[src/rtl/serial_adder_pkg.sv]
// Shared definitions for the bit-serial adder: FSM state encoding and default width.
package serial_adder_pkg;

  typedef enum logic [1:0] {
    IDLE = 2'd0,
    RUN  = 2'd1,
    DONE = 2'd2
  } state_t;

  localparam int DEFAULT_WIDTH = 8;

endpackage

[src/rtl/full_adder.sv]
// One-bit full adder; the only arithmetic used by the serial adder datapath.
module full_adder (
  input  logic a,
  input  logic b,
  input  logic c_in,
  output logic sum,
  output logic c_out
);

  assign sum   = a ^ b ^ c_in;
  assign c_out = (a & b) | (c_in & (a ^ b));

endmodule

[src/rtl/serial_adder.sv]
// Bit-serial adder: operands are captured on start, then summed LSB-first through
// one full adder, one bit per clock; the result is held until the next completion.
module serial_adder
  import serial_adder_pkg::*;
#(
  parameter int WIDTH = DEFAULT_WIDTH
) (
  input  logic             clk,
  input  logic             rst,
  input  logic             start,
  input  logic [WIDTH-1:0] a,
  input  logic [WIDTH-1:0] b,
  input  logic             c_in,
  output logic             busy,
  output logic             done,
  output logic [WIDTH-1:0] sum,
  output logic             c_out
);

  localparam int CNT_W = $clog2(WIDTH + 1);
  localparam logic [CNT_W-1:0] LAST_BIT = CNT_W'(WIDTH - 1);

  state_t           r_state;
  logic [WIDTH-1:0] r_a_sr;
  logic [WIDTH-1:0] r_b_sr;
  logic [WIDTH-1:0] r_psum;
  logic [WIDTH-1:0] r_sum;
  logic             r_carry;
  logic             r_cout;
  logic             r_busy;
  logic             r_done;
  logic [CNT_W-1:0] r_cnt;

  logic             w_fa_sum;
  logic             w_fa_cout;
  logic [WIDTH:0]   w_psum_ext;
  logic [WIDTH-1:0] w_psum_next;

  full_adder u_full_adder (
    .a     (r_a_sr[0]),
    .b     (r_b_sr[0]),
    .c_in  (r_carry),
    .sum   (w_fa_sum),
    .c_out (w_fa_cout)
  );

  // Shifting through a WIDTH+1 vector keeps the MSB insert legal even when WIDTH is 1.
  assign w_psum_ext  = {w_fa_sum, r_psum};
  assign w_psum_next = w_psum_ext[WIDTH:1];

  always_ff @(posedge clk or posedge rst) begin
    if (rst) begin
      r_state <= IDLE;
      r_a_sr  <= '0;
      r_b_sr  <= '0;
      r_psum  <= '0;
      r_sum   <= '0;
      r_carry <= 1'b0;
      r_cout  <= 1'b0;
      r_busy  <= 1'b0;
      r_done  <= 1'b0;
      r_cnt   <= '0;
    end else begin
      case (r_state)
        IDLE: begin
          r_done <= 1'b0;
          if (start) begin
            r_a_sr  <= a;
            r_b_sr  <= b;
            r_carry <= c_in;
            r_psum  <= '0;
            r_cnt   <= '0;
            r_busy  <= 1'b1;
            r_state <= RUN;
          end
        end
        RUN: begin
          r_psum  <= w_psum_next;
          r_a_sr  <= r_a_sr >> 1;
          r_b_sr  <= r_b_sr >> 1;
          r_carry <= w_fa_cout;
          r_cnt   <= r_cnt + CNT_W'(1);
          if (r_cnt == LAST_BIT) begin
            r_sum   <= w_psum_next;
            r_cout  <= w_fa_cout;
            r_busy  <= 1'b0;
            r_done  <= 1'b1;
            r_state <= DONE;
          end
        end
        DONE: begin
          r_done  <= 1'b0;
          r_state <= IDLE;
        end
        default: begin
          r_busy  <= 1'b0;
          r_done  <= 1'b0;
          r_state <= IDLE;
        end
      endcase
    end
  end

  assign busy  = r_busy;
  assign done  = r_done;
  assign sum   = r_sum;
  assign c_out = r_cout;

endmodule

[config.mk]
export PLATFORM = sky130hd
export DESIGN_NAME = serial_adder
export DESIGN_NICKNAME = d
export VERILOG_FILES = /design/src/rtl/serial_adder_pkg.sv /design/src/rtl/full_adder.sv /design/src/rtl/serial_adder.sv
export SDC_FILE = /design/constraint.sdc
export NUM_CORES = 1
export LEC_CHECK = 0
export CAP_MARGIN = 20
export CORE_ASPECT_RATIO = 0.7
export CORE_MARGIN = 2
export CORE_UTILIZATION = 52
export DETAILED_ROUTE_END_ITERATION = 10
export GPL_TIMING_DRIVEN = 0
export PLACE_DENSITY = 0.76
export SYNTH_ARGS = -nofsm -noshare
export SYNTH_HDL_FRONTEND = slang
export SYNTH_HIERARCHICAL = 1
export SYNTH_SLANG_ARGS = --single-unit
export TNS_END_PERCENT = 50
[constraint.sdc]
create_clock -name clk -period 1.9 [get_ports clk]
set_clock_uncertainty 0.1 [all_clocks]
set_input_delay 0.19 -clock clk [delete_from_list [all_inputs] [get_ports clk]]
set_output_delay 0.19 -clock clk [all_outputs]
set_load 0.01 [all_outputs]
# == After elaboration in Yosys (flattened, before gate mapping) ==
# Cells that the tools add are included.
# classes
reduce_logical,6
bitwise,6
addsub,1
muxes,18
eq_ne,5
# op_table
op,count
$pmux 8 s2,3
$mux 8,3
$pmux 4 s2,1
$reduce_and 2->1,3
$mux 1,5
$add 4x1->4 const B,1
$eq 4x3->1 const B,1
$mux 2,2
$mux 4,1
$ne 2x2->1 const B,2
$pmux 2 s2,1
$pmux 1 s3,1
$reduce_and 3->1,1
$and 1x1->1,2
$eq 2x1->1 const B,1
$eq 2x2->1 const B,1
$logic_not 2->1,1
$pmux 1 s2,1
$reduce_bool 2->1,1
$xor 1x1->1,2
$not 1->1,1
$or 1x1->1,1
# totals
regBits,42
in_bits,20
wordCells,46
out_inout_bits,11

# == Depth between registers and ports, before layout ==
# logic_depth
word_depth,4
mapped_depth,5
ltp_nobuf,4

# == Cells and area by module ==
# The synthesis kept the hierarchy.
# modules_own_cells
module,area_each_um2,cells_per_inst,seq_area_each_um2,n_inst
serial_adder,1823.0,157,1026.0,1
full_adder,20.0,1,0.0,1

# == Worst setup path before layout ==
# No wires, ideal clock.
# synth_path
kind,reg2reg
from,register r_cnt[0]
to,"register r_cout, in the netlist c_out"
n_path_buf,1
stages_incl_launch_ff,6
arrival_ns,1.367
slack_ns,0.307
setup_ns,0.125
t_required_ns,1.675
synth_period_minus_slack_ns,1.593
path_cell_list,dfrtp_1 > ha_1 > and3b_4 > and2_4 > buf_8 > mux2_4
# synth_via
elab_chain_len,2
# synth_lines
element,line,text
"start, declared",serial_adder.sv:32,logic [CNT_W-1:0] r_cnt;
"start signal, assigned",serial_adder.sv:82,r_cnt <= r_cnt + CNT_W'(1);
$eq 4x3->1,serial_adder.sv:83,if (r_cnt == LAST_BIT) begin
$reduce_and 2->1 (no source line),-,
"end signal, assigned",serial_adder.sv:85,r_cout <= w_fa_cout;
"end, declared",serial_adder.sv:29,logic r_cout;
# Every way passes these cells.
# A chain may end at the register's enable or synchronous reset.

# == Final worst setup path ==
# layout_path
from,register r_cnt[0]
to,"register r_sum[2], in the netlist sum[2]"
# layout_via
elab_chain_len,2
# layout_lines
element,line,text
$eq 4x3->1,serial_adder.sv:83,
$reduce_and 2->1 (no source line),-,
"end signal, assigned",serial_adder.sv:84,r_sum <= w_psum_next;
"end, declared",serial_adder.sv:27,logic [WIDTH-1:0] r_sum;
# Every way passes these cells.

==> results.tsv <==
stage	metric	value	unit
drt	wl	3.61	mm
yosys	synth-main-ff-cell	dfrtp_1	
timing	hold_viol_final	0	
yosys	ys_types	28	
placed_design	numPortBuffers	30	
drt	vias	1303	
yosys	synthCells	158	
placed_design	detailed_place.area	2210	sq um
clock_tree	cts_tree	yes	
yosys	async_flop_share	1.00	
yosys	seq_area_frac_synth	0.557	
yosys	ys_seq_elements	41	
clock_tree	cts_buffers	5	
global_route	grt.overflow.total	0	
die	die_h	53.8	um
timing	rsz0062_at_grt	no	
die	fp.dieW	75.2	um
run	max_cap_violations	0	
cells_and_area	multiInputGateArea	749	sq um
setup_path	cp_cell_sequence	ha_1 > and3b_4 > and2_4 > buf_8 > mux2_4	
placed_design	gp_congestion	0.759	
timing	relSlewSlack	0.452	
drt	drt-initial-drc-count	99	
cells_and_area	stdcell_count	246	
clock_tree	clk_pin_slew	0.08	ns
setup_path	critPathMaxFanout	10	
clock_tree	cts_root_buffer	clkbuf_8	
setup_path	crit_arrival	1.78	ns
timing	fmax	587	MHz
global_route	grt_max_degree	42	
clock_tree	hold_buffers	0	
setup_path	r2r-end	sum[2]	
drt	vias_per_cell	5.30	
cells_and_area	fill_cells	288	
die	core.rowCount	18	
placed_design	hpwl	2.48	mm
global_route	grt_pass1_wl	6.03	mm
clock_tree	cts_resized	0	
cells_and_area	drive_gt1_frac	0.148	
status	status	completed	
drt	wl_per_cell	14.7	um
cells_and_area	final_area	2300	sq um
yosys	synth_area_leaders	dfrtp_1 56%, mux2_4 7.3%, and3b_1 5.7%	
timing	hold_ws	0.282	ns
global_route	grt_pass1_vias	1263	
setup_path	reg2regPathDepth	5	
power_and_ir_drop	power.total	3.16	mW
setup_path	slowest_delay	0.42	ns
clock_tree	clockBufferDepth	2	
die	initial_core_util	0.531	
clock_tree	cts_sinks	41	
yosys	yosysTopAreaCell	dfrtp_1	
placed_design	post-place-cells	238	
setup_path	critPathCaptureType	flip-flop	
die	coreArea	3470	sq um
global_route	antenna_found_initial	0	
yosys	syn_nets	180	
yosys	syn_avg_cell_area	11.7	sq um
yosys	synth_top_area_frac	0.557	
cells_and_area	register_area	1030	sq um
yosys	yosysWarnings	6	
clock_tree	htree_levels	2	
cells_and_area	antennaDiodeCount	0	
die	die-area	4040	sq um
power_and_ir_drop	power_density	1370	nW/um^2
placed_design	post-place-ws	0.0279	ns
drt	drc	0	
drt	ant_nets	0	
setup_path	rrSetupSlack	0.20	ns
timing	setup_viol_count_final	0	
timing	min_period_over_period	0.896	
drt	first_pass_iters	4	
timing	tightest_slew	0.821	ns
setup_path	r2r_start	r_cnt[0]	
timing	min_period	1.70	ns
power_and_ir_drop	leakage	1.06	nW
die	io_pins	31	
setup_path	startpoint_type	flip-flop	
worst_hold_path	hold_class	input pin to asynchronous set/reset pin	
yosys	synth-edff-count	0	
yosys	synthesis.area	1840	sq um
setup_path	cp_slowest_cell	dfrtp_1	
cells_and_area	fin_util	0.664	
setup_path	critPathKind	flip-flop to flip-flop	
clock_tree	cts_setup_buffers	0	
global_route	track_usage	0.204	
cells_and_area	synthToLayoutAreaGrowth	24.9	%
timing	final_max_slew_viol_count	0	
clock_tree	clk_latency	0.29	ns
power_and_ir_drop	peakVddDrop	0.978	mV
cells_and_area	num-nets-final	217	
timing	fin_ws	0.198	ns
timing	setup_tns	0	ns
setup_path	required	1.98	ns
-- how the worst max path moves through the flow --
stage / startpoint / to
after global routing: r_cnt[1] / sum[1]
after detailed placement: start / r_psum[5]
after floorplan: r_cnt[0] / c_out
after global placement: rst / r_cnt[0]
after CTS: r_cnt[0] / sum[2]
final: r_cnt[0] / sum[2]
-- where the power goes --
group / internal, mW / switching [mW] / total, mW
Combinational: 0.657 / 0.489 / 1.15
Sequential: 1.19 / 0.232 / 1.42
Clock: 0.294 / 0.302 / 0.596
-- synth_stat cells (3+ instances only) --
master and count:
a21oi_1 19, and3b_1 12, mux2_4 9, nand2_1 14, dfrtp_1 41, clkbuf_1 3, o21ai_0 17, inv_1 3
a22oi_1 3, nor2b_1 6, buf_2 6, a22o_1 9
-- critical path, delay by kind of cell, from the launching register on --
| family | cells | cell delay, ns |
|---|---|---|
| adder cells (fa/ha/maj) | 1 | 0.25 |
| multiplexers | 1 | 0.29 |
| AND/OR/NAND/NOR | 2 | 0.37 |
| flip-flops | 1 | 0.42 |
| buffers and inverters | 1 | 0.14 |
-- per-layer routing --
metal,track usage,share of wire
met1,0.304,0.50
met2,0.297,0.45
met3,0.0506,0.029
met4,0.0614,0.012
met5,0,0
-- state kept, by name, indices dropped and copies added (netlist names) --
| name | cells |
|---|---|
| done | 1 |
| sum | 8 |
| r_psum | 7 |
| r_carry | 1 |
| c_out | 1 |
| r_state | 2 |
| busy | 1 |
| r_a_sr | 8 |
| r_b_sr | 8 |
| r_cnt | 4 |
-- cell usage in the layout, fill, tap and decap left out, types with 2 or more instances in the layout --
cell / instances
nand2_1: 14
mux2_4: 9
clkbuf_8: 6
nor2b_1: 6
clkdlybuf4s50_1: 30
clkbuf_1: 3
o21ai_0: 17
and3b_1: 12
a22o_1: 9
a21oi_1: 19
dfrtp_1: 41
inv_1: 2
buf_2: 6
a22oi_1: 3
-- final cells by class --
type,instances,share of cell area
Inverter,3,0.00489
Multi-Input combinational cell,104,0.326
Timing Repair Buffer,30,0.130
Clock buffer,6,0.0359
Sequential cell,41,0.446
Buffer,10,0.0245
Tap cell,50,0.0272
Clock inverter,2,0.00598
-- kinds of logic (layout without fill, tap and decap cells) --
group,count (synthesis),in the layout,synth area share
and+or+nand+nor,39,39,0.134
AOI/OAI and AO/OA,52,52,0.170
DFF,41,41,0.557
buffers and inverters,13,51,0.0367
muxes,11,11,0.0849
adders and majority gates,2,2,0.0177
Note: power is estimated with default switching activity, not from simulation.
